===== config.mk =====
export PLATFORM = sky130hd
export DESIGN_NAME = mdu_iter
export DESIGN_NICKNAME = d
export VERILOG_FILES = /design/src/rtl/mdu_iter_pkg.sv /design/src/rtl/mdu_sign_fix.sv /design/src/rtl/mdu_iter.sv
export SDC_FILE = /design/constraint.sdc
export NUM_CORES = 1
export LEC_CHECK = 0
export BUFFER_PORTS_ARGS = -buffer_cell sky130_fd_sc_hd__buf_2
export CAP_MARGIN = 20
export CELL_PAD_IN_SITES_DETAIL_PLACEMENT = 1
export CELL_PAD_IN_SITES_GLOBAL_PLACEMENT = 2
export CORE_MARGIN = 2
export CORE_UTILIZATION = 35
export CTS_BUF_LIST = sky130_fd_sc_hd__clkbuf_8
export CTS_CLUSTER_DIAMETER = 150
export CTS_CLUSTER_SIZE = 40
export DETAILED_ROUTE_END_ITERATION = 8
export PLACE_DENSITY = 0.82
export SYNTH_ARGS = -nofsm -noshare
export SYNTH_HDL_FRONTEND = slang
export SYNTH_SLANG_ARGS = --single-unit
export TNS_END_PERCENT = 50

===== constraint.sdc =====
create_clock -name clk -period 9.1 [get_ports clk]
set_clock_uncertainty 0.1 [all_clocks]
set_input_delay 0.455 -clock clk [delete_from_list [all_inputs] [get_ports clk]]
set_output_delay 0.455 -clock clk [all_outputs]
set_load 0.05 [all_outputs]

===== src/rtl/mdu_iter_pkg.sv =====
// mdu_defs: op and state encodings shared by mdu_iter and mdu_sign_fix
package mdu_defs;
    localparam logic [1:0] MDU_MULT  = 2'b00;
    localparam logic [1:0] MDU_MULTU = 2'b01;
    localparam logic [1:0] MDU_DIV   = 2'b10;
    localparam logic [1:0] MDU_DIVU  = 2'b11;
    typedef enum logic [1:0] {IDLE = 2'd0, RUN = 2'd1, FIX = 2'd2} mdu_state_e;
    function automatic logic mdu_is_div(input logic [1:0] op);
        return op == MDU_DIV || op == MDU_DIVU;
    endfunction
    function automatic logic mdu_is_signed(input logic [1:0] op);
        return op == MDU_MULT || op == MDU_DIV;
    endfunction
endpackage


===== src/rtl/mdu_sign_fix.sv =====
// mdu_sign_fix: turns the unsigned magnitude result into final hi/lo values
module mdu_sign_fix
    import mdu_defs::*;
#(
    parameter int WIDTH = 32
) (
    input  logic [2*WIDTH-1:0] i_raw,
    input  logic [1:0]         i_op,
    input  logic               i_neg_q,
    input  logic               i_neg_r,
    input  logic               i_dz,
    output logic [WIDTH-1:0]   o_hi,
    output logic [WIDTH-1:0]   o_lo
);
    logic [2*WIDTH-1:0] w_prod;
    logic [WIDTH-1:0]   w_q;
    logic [WIDTH-1:0]   w_r;
    assign w_prod = i_neg_q ? -i_raw : i_raw;
    assign w_q = i_neg_q ? -i_raw[WIDTH-1:0] : i_raw[WIDTH-1:0];
    assign w_r = i_neg_r ? -i_raw[2*WIDTH-1:WIDTH] : i_raw[2*WIDTH-1:WIDTH];
    // divide by zero bypasses correction; divides fix quotient and remainder independently
    assign {o_hi, o_lo} = i_dz ? i_raw : mdu_is_div(i_op) ? {w_r, w_q} : w_prod;
endmodule


===== src/rtl/mdu_iter.sv =====
// mdu_iter: iterative multiply/divide unit with HI/LO registers; MDU_EARLY_OUT_EN enables multiply early-out
module mdu_iter
    import mdu_defs::*;
#(
    parameter int WIDTH = 32
) (
    input  logic             clk,
    input  logic             reset,
    input  logic             start,
    input  logic [1:0]       op,
    input  logic [WIDTH-1:0] a,
    input  logic [WIDTH-1:0] b,
    input  logic             hi_we,
    input  logic             lo_we,
    input  logic [WIDTH-1:0] wdata,
    output logic             busy,
    output logic             done,
    output logic [WIDTH-1:0] hi,
    output logic [WIDTH-1:0] lo
);
    localparam int CNT_W = $clog2(WIDTH) + 1;
    mdu_state_e           r_state;
    logic [1:0]           r_op;
    logic [CNT_W-1:0]     r_cnt;
    logic [2*WIDTH-1:0]   r_acc;
    logic [WIDTH-1:0]     r_mcand;
    logic [WIDTH-1:0]     r_mpl;
    logic [WIDTH-1:0]     r_a;
    logic [WIDTH-1:0]     r_hi;
    logic [WIDTH-1:0]     r_lo;
    logic                 r_neg_q;
    logic                 r_neg_r;
    logic                 r_dz;
    logic                 r_done;
    logic                 w_sgn;
    logic                 w_div;
    logic                 w_last;
    logic [WIDTH-1:0]     w_a_mag;
    logic [WIDTH-1:0]     w_b_mag;
    logic [WIDTH:0]       w_add;
    logic [WIDTH:0]       w_sub;
    logic [2*WIDTH-1:0]   w_step;
    logic [2*WIDTH-1:0]   w_acc;
    logic [2*WIDTH-1:0]   w_raw;
    logic [WIDTH-1:0]     w_fix_hi;
    logic [WIDTH-1:0]     w_fix_lo;
    assign w_sgn   = mdu_is_signed(op);
    assign w_a_mag = (w_sgn && a[WIDTH-1]) ? -a : a;
    assign w_b_mag = (w_sgn && b[WIDTH-1]) ? -b : b;
    assign w_div   = mdu_is_div(r_op);
    // multiply: add the multiplicand into the top half, shift the pair right
    assign w_add = {1'b0, r_acc[2*WIDTH-1:WIDTH]} + {1'b0, r_mpl[0] ? r_mcand : {WIDTH{1'b0}}};
    // divide: {rem, dividend} shifts left, trial-subtract the divisor from the widened remainder
    assign w_sub  = r_acc[2*WIDTH-1:WIDTH-1] - {1'b0, r_mcand};
    assign w_step = w_div ? (w_sub[WIDTH] ? {r_acc[2*WIDTH-2:0], 1'b0}
                                          : {w_sub[WIDTH-1:0], r_acc[WIDTH-2:0], 1'b1})
                          : {w_add, r_acc[WIDTH-1:1]};
`ifdef MDU_EARLY_OUT_EN
    assign w_last = (r_cnt == CNT_W'(WIDTH - 1)) || (!w_div && r_mpl[WIDTH-1:1] == '0);
    assign w_acc  = w_div ? r_acc : r_acc >> (CNT_W'(WIDTH) - r_cnt);
`else
    assign w_last = r_cnt == CNT_W'(WIDTH - 1);
    assign w_acc  = r_acc;
`endif
    assign w_raw = r_dz ? {r_a, {WIDTH{1'b1}}} : w_acc;
    mdu_sign_fix #(.WIDTH(WIDTH)) u_fix (
        .i_raw   (w_raw),
        .i_op    (r_op),
        .i_neg_q (r_neg_q),
        .i_neg_r (r_neg_r),
        .i_dz    (r_dz),
        .o_hi    (w_fix_hi),
        .o_lo    (w_fix_lo)
    );
    // control FSM, datapath iteration and HI/LO writes
    always_ff @(posedge clk) begin
        if (reset) begin
            r_state <= IDLE;
            r_cnt   <= '0;
            r_hi    <= '0;
            r_lo    <= '0;
            r_done  <= 1'b0;
        end else begin
            r_done <= 1'b0;
            case (r_state)
                IDLE: begin
                    if (hi_we) r_hi <= wdata;
                    if (lo_we) r_lo <= wdata;
                    if (start) begin
                        r_op    <= op;
                        r_acc   <= op[1] ? {{WIDTH{1'b0}}, w_a_mag} : '0;
                        r_mcand <= op[1] ? w_b_mag : w_a_mag;
                        r_mpl   <= w_b_mag;
                        r_a     <= a;
                        r_neg_q <= w_sgn && (a[WIDTH-1] ^ b[WIDTH-1]);
                        r_neg_r <= (op == MDU_DIV) && a[WIDTH-1];
                        r_dz    <= op[1] && (b == '0);
                        r_cnt   <= '0;
                        r_state <= RUN;
                    end
                end
                RUN: begin
                    r_acc <= w_step;
                    r_mpl <= r_mpl >> 1;
                    r_cnt <= r_cnt + CNT_W'(1);
                    if (w_last) r_state <= FIX;
                end
                FIX: begin
                    r_hi    <= w_fix_hi;
                    r_lo    <= w_fix_lo;
                    r_done  <= 1'b1;
                    r_state <= IDLE;
                end
                default: r_state <= IDLE;
            endcase
        end
    end
    assign busy = r_state != IDLE;
    assign done = r_done;
    assign hi   = r_hi;
    assign lo   = r_lo;
endmodule


==> impl_summary.log, run 1 <==
[metrics] peak clock frequency supported by timing: 207 MHz
[metrics] number of port buffers: 168
[metrics] total clock sinks: 237
[metrics] initial antenna violation count: 1
[metrics] total leakage power: 0.00727 uW
[metrics] clock root buffer master: sky130_fd_sc_hd__clkbuf_8
[metrics] register bit total from synthesis: 237
[metrics] share of Yosys cell area claimed by the top area cell type: 29.4%
[metrics] outcome: completed
[metrics] first-pass GRT wire length: 97400 um
[metrics] syn nets: 2042
[metrics] insertion delay to the later sink of the worst-skew pair: 0.60 ns
[metrics] maximum capacitance violations: 0
[metrics] average wire per cell in the routed design: 25.0 um
[metrics] ANT cells: 0
[metrics] largest net degree at the start of global routing: 97
[metrics] dpl hpwl: 50700 um
[metrics] top fanout value on the critical path: 26
[metrics] final net count: 2175
[metrics] final design utilization: 39.4%
[metrics] Vert. Die Dim: 223 um
[metrics] core outline area: 0.0475 mm2
[metrics] total non-filler cell area in the finished layout: 0.0187 mm2
[metrics] number of remaining DRC errors: 0
[metrics] DR vias/cell: 5.93
[metrics] accumulated negative setup slack: 0 ns
[metrics] cell repeated most along the worst path: sky130_fd_sc_hd__a211oi_1
[metrics] Relative slew margins: 28.1%
[metrics] crit path DAT: 5.01 ns
[metrics] First-pass DRT Iterations: 5
[metrics] Power Density: 150 mW/mm2
[metrics] Total Wirelength: 65500 um
[metrics] transition time at the pin with the least slew margin: 1.08 ns
[metrics] gpl congestion: 0.952
[metrics] num rows: 80
[metrics] number of synthesized flops with an enable pin: 164
[metrics] synthesized area divided by synthesized cell count: 8.97 um2
[metrics] worst ir drop on vdd: 0.000123 V
[metrics] Max H-tree Level: 1
[metrics] number of instances in the synthesized netlist: 1868
[metrics] floorplan die width: 223 um
[metrics] Final Hold Violating Endpoints: 0
[metrics] max-slew violation count: 0
[metrics] CP Buf/Inv Count: 2
[metrics] All-Layer GR Usage: 25.6%
[metrics] share of synthesized area occupied by flip-flops and latches: 38.1%
[metrics] vias in the first global route: 15400
[metrics] number of nets with antenna violations after detailed routing: 0
[metrics] fraction of layout instances using a drive strength above 1: 12.7%
[metrics] Clock Tree Buf Depth: 3
[metrics] Crit path largest cell delay: 0.59 ns
[metrics] # Post-CTS Setup Buffers: 0
[metrics] crit start category: register
[metrics] Slowest-stage cell, CP: sky130_fd_sc_hd__edfxtp_1
[metrics] worst endpoint required time: 9.28 ns
[metrics] Remaining Overflow, GRT: 0
[metrics] Area Overhead vs Synth: 11.8%
[metrics] Resized cells post-CTS: 0
[metrics] TritonCTS Buffers: 10
[metrics] top post-synthesis cells by area: sky130_fd_sc_hd__edfxtp_1 (29%), sky130_fd_sc_hd__dfxtp_1 (8.7%), sky130_fd_sc_hd__mux2i_1 (5.9%)
[metrics] via count of the routed design: 15500
[metrics] hold crit path type: in -> reg
[metrics] clock transition at the registers of the reported paths: 0.24 ns
[metrics] dominant synthesized flop cell: sky130_fd_sc_hd__edfxtp_1
[metrics] top cell family by delay on the critical path: compound AO/OA/AOI/OAI gates
[metrics] category of the worst setup path capture point: register
[metrics] setup repair after global routing missed its margin: false
[metrics] DP Area: 0.0182 mm2
[metrics] Setup violations, final: 0
[metrics] cell area after technology mapping: 0.0168 mm2
[metrics] Die Footprint: 0.0497 mm2
[metrics] post-route setup slack: 4.27 ns
[metrics] Initial Utilization: 35.3%
[metrics] worst-case hold slack: 0.0348 ns
[metrics] number of top-level pins: 169
[metrics] part of the cycle the worst path needs: 53.1%
[metrics] Netlist cell types: 77
[metrics] yosys synthesis warning count: 0
[metrics] sequence of cells on the critical path: inv_1 > ha_1 > fa_1 > nor2b_1 > o2111a_1 > a211oi_2 > a21oi_1 > o211ai_1 > a211oi_1 > o21ai_1 > xor2_4 > buf_4 > mux2i_1 > a211oi_1
[metrics] worst setup path category: reg -> reg
[metrics] Post-Place Worst Slack: 4.39 ns
[metrics] cell taking the most area after synthesis: sky130_fd_sc_hd__edfxtp_1
[metrics] Synth async-reset ratio: 0%
[metrics] final critical delay including setup and external delays: 4.83 ns
[metrics] First DRT Iteration DRCs: 1325
[metrics] clock tree from TritonCTS: yes
final timing paths:
kind                       startpoint  slack, ns  depth (start not counted)                       to
hold / removal                   a[6]       0.03                          1         r_a[6]$_DFFE_PP_
setup reg to reg  r_acc[31]$_DFFE_PP_       4.27                         14  r_acc[54]$_SDFFCE_PN0P_
hold reg to reg   lo[14]$_SDFFE_PP0P_       0.37                          2      lo[14]$_SDFFE_PP0P_
setup / recovery  r_acc[31]$_DFFE_PP_       4.27                         14  r_acc[54]$_SDFFCE_PN0P_
layout make-up:
cell class	count	area (um2)
Fill cell	5577	28800
Clock buffer	11	151
Multi-Input combinational cell	1475	9840
Clock inverter	5	60.1
Timing Repair Buffer	217	1310
Inverter	60	225
Tap cell	615	769
Sequential cell	237	6390
metal layers:
| layer | vias up | track usage [%] | share of wire [%] |
|---|---|---|---|
| met5 | - | 0 | 0.018 |
| met4 | 2 | 5.74 | 2.2 |
| met3 | 60 | 3.19 | 5.7 |
| met2 | 502 | 41.7 | 46 |
| met1 | 7788 | 36.4 | 46 |
| li1 | 7193 | - | - |
cell usage after synthesis (9+ instances only):
cell / n
sky130_fd_sc_hd__a211oi_1: 32
sky130_fd_sc_hd__a21o_1: 26
sky130_fd_sc_hd__a21oi_1: 192
sky130_fd_sc_hd__a31oi_1: 18
sky130_fd_sc_hd__and2_1: 34
sky130_fd_sc_hd__and3_1: 10
sky130_fd_sc_hd__clkbuf_1: 83
sky130_fd_sc_hd__dfxtp_1: 73
sky130_fd_sc_hd__edfxtp_1: 164
sky130_fd_sc_hd__ha_1: 69
sky130_fd_sc_hd__inv_1: 60
sky130_fd_sc_hd__mux2_2: 9
sky130_fd_sc_hd__mux2i_1: 98
sky130_fd_sc_hd__nand2_1: 132
sky130_fd_sc_hd__nand2b_1: 15
sky130_fd_sc_hd__nand3_1: 27
sky130_fd_sc_hd__nor2_1: 178
sky130_fd_sc_hd__nor2b_1: 13
sky130_fd_sc_hd__nor3_1: 50
sky130_fd_sc_hd__nor4_1: 21
sky130_fd_sc_hd__o211ai_1: 17
sky130_fd_sc_hd__o21a_1: 12
sky130_fd_sc_hd__o21ai_0: 102
sky130_fd_sc_hd__o21bai_1: 9
sky130_fd_sc_hd__o221ai_1: 28
sky130_fd_sc_hd__o22ai_1: 48
sky130_fd_sc_hd__o31ai_1: 21
sky130_fd_sc_hd__o41ai_1: 9
sky130_fd_sc_hd__or2_2: 14
sky130_fd_sc_hd__or3_1: 17
sky130_fd_sc_hd__xnor2_1: 99
sky130_fd_sc_hd__xor2_1: 63
cells by family after synthesis:
kind of cell	synth area share (%)
AOI/OAI and AO/OA	21.6
xor gates and xnor gates	8.46
adders and majority gates	5.39
buffers and inverters	3.56
DFF	38.1
muxes	6.55
and+or+nand+nor	16.4
registers in the layout, indices dropped and copies added (netlist names), 2 cells and up:
name / flops
r_cnt: 6
r_acc: 64
r_state: 2
hi: 32
r_mcand: 32
lo: 32
r_mpl: 32
r_a: 32
report_power, final:
part	total, uW	switching (uW)	leakage [uW]	internal, uW
Sequential	1380	116	0.00216	1260
Combinational	949	603	0.00500	346
Clock	494	368	0.000113	126
Total	2820	1090	0.00727	1730
per-stage QoR:
step / total power (uW) / cells
6_report: 2820 / 2620
5_1_grt: 2950 / 2620
4_1_cts: 2820 / 2617
3_5_place_dp: 2320 / 2573
3_3_place_gp: 2300 / 2573
2_1_floorplan: 2000 / 1868
cells in the final DEF, fill, tap and decap left out, types with 9 or more instances in the layout:
cell                              n
sky130_fd_sc_hd__a21o_1          26
sky130_fd_sc_hd__o41ai_1          9
sky130_fd_sc_hd__nand2_1        132
sky130_fd_sc_hd__nor2b_1         12
sky130_fd_sc_hd__o21a_1          12
sky130_fd_sc_hd__buf_2          168
sky130_fd_sc_hd__dlygate4sd3_1   29
sky130_fd_sc_hd__o221ai_1        28
sky130_fd_sc_hd__buf_4           18
sky130_fd_sc_hd__a211oi_1        32
sky130_fd_sc_hd__o31ai_1         21
sky130_fd_sc_hd__mux2_2           9
sky130_fd_sc_hd__or2_2           14
sky130_fd_sc_hd__o211ai_1        17
sky130_fd_sc_hd__xor2_1          62
sky130_fd_sc_hd__ha_1            69
sky130_fd_sc_hd__o21bai_1         9
sky130_fd_sc_hd__xnor2_1         99
sky130_fd_sc_hd__nand2b_1        14
sky130_fd_sc_hd__mux2i_1         98
sky130_fd_sc_hd__and2_1          34
sky130_fd_sc_hd__dfxtp_1         73
sky130_fd_sc_hd__edfxtp_1       164
sky130_fd_sc_hd__nand3_1         27
sky130_fd_sc_hd__nor4_1          21
sky130_fd_sc_hd__o22ai_1         48
sky130_fd_sc_hd__a31oi_1         18
sky130_fd_sc_hd__clkbuf_8        11
sky130_fd_sc_hd__inv_1           62
sky130_fd_sc_hd__a21oi_1        192
sky130_fd_sc_hd__o21ai_0        101
sky130_fd_sc_hd__nor2_1         176
sky130_fd_sc_hd__nor3_1          49
sky130_fd_sc_hd__or3_1           17
sky130_fd_sc_hd__and3_1          10
timing repair:
item,CTS,global route
hold buffers,28,1
endpoints found under the hold margin,28,1
setup endpoints to repair,0,0
Power figures use the tool's default switching activity.
==> run 2: changes to the inputs <==
CORE_UTILIZATION = 38   (was 35)
PLACE_DENSITY = 0.84   (was 0.82)
clock period = 5 ns   (was 9.1 ns; I/O delays follow)
==> impl_summary.log, run 2 (same netlist as run 1, synthesis figures left out) <==
[metrics] hold crit path type: in -> reg
[metrics] number of top-level pins: 169
[metrics] global routing's busiest layer: met2
[metrics] Remaining Overflow, GRT: 0
[metrics] gpl congestion: 0.937
[metrics] clock tree from TritonCTS: yes
[metrics] setup repair after global routing missed its margin: false
[metrics] register ranked first by flip-flop count: r_acc
[metrics] sequence of cells on the critical path: buf_4 > nor3_1 > nand4_1 > nor4_1 > nand4_1 > nor2_1 > a211oi_1 > nand2_1 > o211ai_1 > a211oi_1 > dlygate4sd3_1
[metrics] Vert. Die Dim: 214 um
[metrics] ANT cells: 0
[metrics] largest net degree at the start of global routing: 78
[metrics] Sequential cell area: 0.00639 mm2
[metrics] Max H-tree Level: 1
[metrics] peak clock frequency supported by timing: 224 MHz
[metrics] transition time at the pin with the least slew margin: 1.08 ns
[metrics] First DRT Iteration DRCs: 1555
[metrics] All-Layer GR Usage: 28.3%
[metrics] number of port buffers: 168
[metrics] part of the cycle the worst path needs: 89.2%
[metrics] number of nets with antenna violations after detailed routing: 0
[metrics] floorplan die width: 214 um
[metrics] final critical delay including setup and external delays: 4.46 ns
[metrics] insertion delay to the later sink of the worst-skew pair: 0.62 ns
[metrics] Initial Utilization: 38.7%
[metrics] dpl hpwl: 51000 um
[metrics] num rows: 76
[metrics] total leakage power: 0.00757 uW
[metrics] Total Wirelength: 66400 um
[metrics] vias in the first global route: 15800
[metrics] met2 demand-to-capacity share in global routing: 44.5%
[metrics] Crit path largest cell delay: 0.76 ns
[metrics] crit path DAT: 4.91 ns
[metrics] final net count: 2241
[metrics] met1 Use GR: 40.4%
[metrics] maximum capacitance violations: 0
[metrics] worst endpoint required time: 5.45 ns
[metrics] Resized cells post-CTS: 0
[metrics] post-route setup slack: 0.539 ns
[metrics] leading cell type in the layout, fill and taps excluded: sky130_fd_sc_hd__a21oi_1
[metrics] total clock sinks: 237
[metrics] DR vias/cell: 6.00
[metrics] Slowest-stage cell, CP: sky130_fd_sc_hd__nor4_1
[metrics] Relative slew margins: 27.9%
[metrics] category of the worst setup path capture point: register
[metrics] average wire per cell in the routed design: 25.0 um
[metrics] Setup violations, final: 0
[metrics] Final Hold Violating Endpoints: 0
[metrics] TritonCTS Buffers: 10
[metrics] clock root buffer master: sky130_fd_sc_hd__clkbuf_8
[metrics] First-pass DRT Iterations: 5
[metrics] worst setup path category: reg -> reg
[metrics] area occupied by multi-input gates: 0.00985 mm2
[metrics] clock transition at the registers of the reported paths: 0.24 ns
[metrics] max-slew violation count: 0
[metrics] overall power consumption: 5200 uW
[metrics] crit start category: register
[metrics] outcome: completed
[metrics] most frequent cells in the layout: sky130_fd_sc_hd__a21oi_1 (192), sky130_fd_sc_hd__nor2_1 (176), sky130_fd_sc_hd__buf_2 (168)
[metrics] top fanout value on the critical path: 30
[metrics] fraction of layout instances using a drive strength above 1: 13.1%
[metrics] number of remaining DRC errors: 0
[metrics] M3 GR Usage: 3.40%
[metrics] max FFs per register: 64
[metrics] Area Overhead vs Synth: 15.5%
[metrics] Clock Tree Buf Depth: 3
[metrics] initial antenna violation count: 2
[metrics] core outline area: 0.0433 mm2
[metrics] Post-Place Worst Slack: 0.929 ns
[metrics] worst-case hold slack: 0.0182 ns
[metrics] accumulated negative setup slack: 0 ns
[metrics] Die Footprint: 0.0458 mm2
[metrics] final-layout fill cell count: 5074
[metrics] worst ir drop on vdd: 0.000213 V
[metrics] Power Density: 269 mW/mm2
[metrics] first-pass GRT wire length: 100000 um
[metrics] via count of the routed design: 15900
## run 2: area by class of cell
cell class | instances | share of cell area, %
clock buffer | 11 | 0.782
inverter | 60 | 1.16
multi-input combinational | 1475 | 50.9
sequential | 237 | 33.0
tap | 585 | 3.78
clock inverter | 5 | 0.278
timing repair buffer | 283 | 10.1
## run 2: through the flow
stage          util [%]  cell area, um2  std cells
2_1_floorplan         -           16800       1868
3_3_place_gp       42.3           18300       2559
3_5_place_dp       42.3           18300       2559
4_1_cts            44.6           19300       2652
5_1_grt            44.7           19400       2656
6_report           44.7           19400       2656
## run 2: worst paths after layout
path | from | end | slack [ns] | cells after the start
max reg2reg | r_dz$_DFFE_PP_ | hi[7]$_SDFFE_PP0P_ | 0.54 | 11
min reg2reg | lo[23]$_SDFFE_PP0P_ | lo[23]$_SDFFE_PP0P_ | 0.37 | 2
min | b[8] | r_mpl[8]$_DFFE_PP_ | 0.02 | 3
max | r_dz$_DFFE_PP_ | hi[7]$_SDFFE_PP0P_ | 0.54 | 11
## run 2: what timing repair did
item,in CTS,in global routing
hold buffers,77,1
buffers inserted,0,0
hold endpoints to repair,108,2
## run 2: metal layers
metal	share of wire [%]	vias to the layer above	routed length, um
li1	-	7352	-
met1	45	7901	30000
met2	45	562	29600
met3	6.6	108	4350
met4	3.6	2	2400
met5	0.018	-	12
## run 2: where the power goes
part	switching (uW)	leakage, uW	internal, uW	total [uW]
clock network	685	0.000110	230	915
logic	1130	0.00530	674	1810
registers	189	0.00216	2290	2480
## run 2: worst max-delay path: cells and delay by family, from the launching register on
family	cells	cell delay [ns]
compound gates	3	0.64
buf+inv	2	0.87
flops	1	0.55
simple gates	6	2.25
==> run 3: changes to the inputs <==
REMOVE_ABC_BUFFERS = 1   (was unset)
==> impl_summary.log, run 3 (same netlist as run 1, synthesis figures left out) <==
[metrics] register ranked first by flip-flop count: r_acc
[metrics] crit path DAT: 4.88 ns
[metrics] total leakage power: 0.00755 uW
[metrics] Initial Utilization: 38.7%
[metrics] worst endpoint required time: 5.46 ns
[metrics] number of remaining DRC errors: 0
[metrics] Max H-tree Level: 1
[metrics] fraction of layout instances using a drive strength above 1: 13.2%
[metrics] core outline area: 0.0433 mm2
[metrics] insertion delay to the later sink of the worst-skew pair: 0.61 ns
[metrics] Resized cells post-CTS: 0
[metrics] Vert. Die Dim: 214 um
[metrics] Area Overhead vs Synth: 15.0%
[metrics] post-route setup slack: 0.584 ns
[metrics] first-pass GRT wire length: 99000 um
[metrics] Die Footprint: 0.0458 mm2
[metrics] initial antenna violation count: 0
[metrics] Relative slew margins: 30.6%
[metrics] dpl hpwl: 50000 um
[metrics] leading cell type in the layout, fill and taps excluded: sky130_fd_sc_hd__a21oi_1
[metrics] clock root buffer master: sky130_fd_sc_hd__clkbuf_8
[metrics] First-pass DRT Iterations: 5
[metrics] largest net degree at the start of global routing: 88
[metrics] TritonCTS Buffers: 9
[metrics] category of the worst setup path capture point: register
[metrics] setup repair after global routing missed its margin: false
[metrics] max FFs per register: 64
[metrics] clock transition at the registers of the reported paths: 0.27 ns
[metrics] via count of the routed design: 15800
[metrics] number of placed cells counting well taps: 2566
[metrics] Total Wirelength: 65300 um
[metrics] Power Density: 264 mW/mm2
[metrics] most frequent cells in the layout: sky130_fd_sc_hd__a21oi_1 (192), sky130_fd_sc_hd__nor2_1 (176), sky130_fd_sc_hd__buf_2 (168)
[metrics] final-layout fill cell count: 5066
[metrics] ANT cells: 0
[metrics] worst-case hold slack: -0.00260 ns
[metrics] clock tree from TritonCTS: yes
[metrics] final critical delay including setup and external delays: 4.42 ns
[metrics] worst ir drop on vdd: 0.000211 V
[metrics] average wire per cell in the routed design: 24.6 um
[metrics] top fanout value on the critical path: 8
[metrics] Remaining Overflow, GRT: 0
[metrics] crit start category: register
[metrics] num rows: 76
[metrics] violated checks: negative hold slack
[metrics] final net count: 2240
[metrics] floorplan die width: 214 um
[metrics] Clock Tree Buf Depth: 3
[metrics] total clock sinks: 237
[metrics] Post-Place Worst Slack: 0.734 ns
[metrics] First DRT Iteration DRCs: 1237
[metrics] vias in the first global route: 16100
[metrics] number of port buffers: 168
[metrics] outcome: finished, violations left
[metrics] hold crit path type: in -> reg
[metrics] peak clock frequency supported by timing: 226 MHz
[metrics] gpl congestion: 0.936
[metrics] max-slew violation count: 0
[metrics] DR vias/cell: 5.95
[metrics] Final Hold Violating Endpoints: 1
[metrics] maximum capacitance violations: 0
[metrics] number of cells in the finished layout apart from fillers: 2653
[metrics] number of top-level pins: 169
[metrics] part of the cycle the worst path needs: 88.3%
[metrics] All-Layer GR Usage: 27.7%
[metrics] worst setup path category: reg -> reg
[metrics] Setup violations, final: 0
[metrics] transition time at the pin with the least slew margin: 1.04 ns
[metrics] number of nets with antenna violations after detailed routing: 0
==> run 3: cell count changes in the layout (fill, tap and decap cells not counted), sizes merged <==
cell and delta:
buf +6, bufinv +1, clkbuf -2, dlygate4sd3 -6, inv -2
==> run 3: through the flow <==
step | setup TNS [ns] | util [%] | instance area, um2 | power (uW)
floorplan | -507.18 | - | 16400 | 3620
global placement | 0 | 42.4 | 18400 | 4200
detailed placement | 0 | 42.4 | 18400 | 4240
CTS | 0 | 44.5 | 19200 | 5090
global route | 0 | 44.5 | 19300 | 5320
finish | 0 | 44.5 | 19300 | 5090
==> run 3: where the power goes <==
group	total (uW)	internal, uW	switching, uW
registers	2460	2290	168
clock network	826	197	629
logic	1810	665	1140
total	5090	3150	1940
==> run 3: worst paths after layout <==
check / startpoint / to / slack, ns / depth (start not counted)
max: r_dz$_DFFE_PP_ / hi[27]$_SDFFE_PP0P_ / 0.58 / 12
min: wdata[3] / lo[3]$_SDFFE_PP0P_ / -0.003 / 3
max reg2reg: r_dz$_DFFE_PP_ / hi[27]$_SDFFE_PP0P_ / 0.58 / 12
min reg2reg: lo[22]$_SDFFE_PP0P_ / lo[22]$_SDFFE_PP0P_ / 0.37 / 2
==> run 3: layer usage <==
layer	share of wire, %	track usage [%]	vias up
met4	2.9	7.34	0
li1	-	-	7319
met5	0	0	-
met3	5.9	3.45	82
met1	45	38.2	7890
met2	46	45.9	482
==> run 3: worst max-delay path, stage by stage (launching register included) <==
cell and delay [ns]:
sky130_fd_sc_hd__edfxtp_1 0.65, sky130_fd_sc_hd__nor3_1 0.36, sky130_fd_sc_hd__nand4_1 0.47, sky130_fd_sc_hd__nor4_1 0.73, sky130_fd_sc_hd__nand4_1 0.16, sky130_fd_sc_hd__buf_4 0.20
sky130_fd_sc_hd__nor2_1 0.19, sky130_fd_sc_hd__o31a_2 0.33, sky130_fd_sc_hd__nand2_1 0.12, sky130_fd_sc_hd__mux2i_1 0.23, sky130_fd_sc_hd__nand2_1 0.08, sky130_fd_sc_hd__a31oi_1 0.20
sky130_fd_sc_hd__dlygate4sd3_1 0.57
==> run 3: cell type report <==
class / instances / area, um2 / share of cell area, %
multi-input combinational: 1475 / 9840 / 51.1
sequential: 237 / 6390 / 33.1
timing repair buffer: 283 / 1930 / 10.0
tap: 585 / 732 / 3.80
inverter: 60 / 225 / 1.17
clock buffer: 9 / 124 / 0.643
clock inverter: 4 / 28.8 / 0.149
==> run 3: timing repair <==
item                      CTS  global route
buffers inserted            0             0
hold buffers               72             0
hold endpoints to repair   94             0
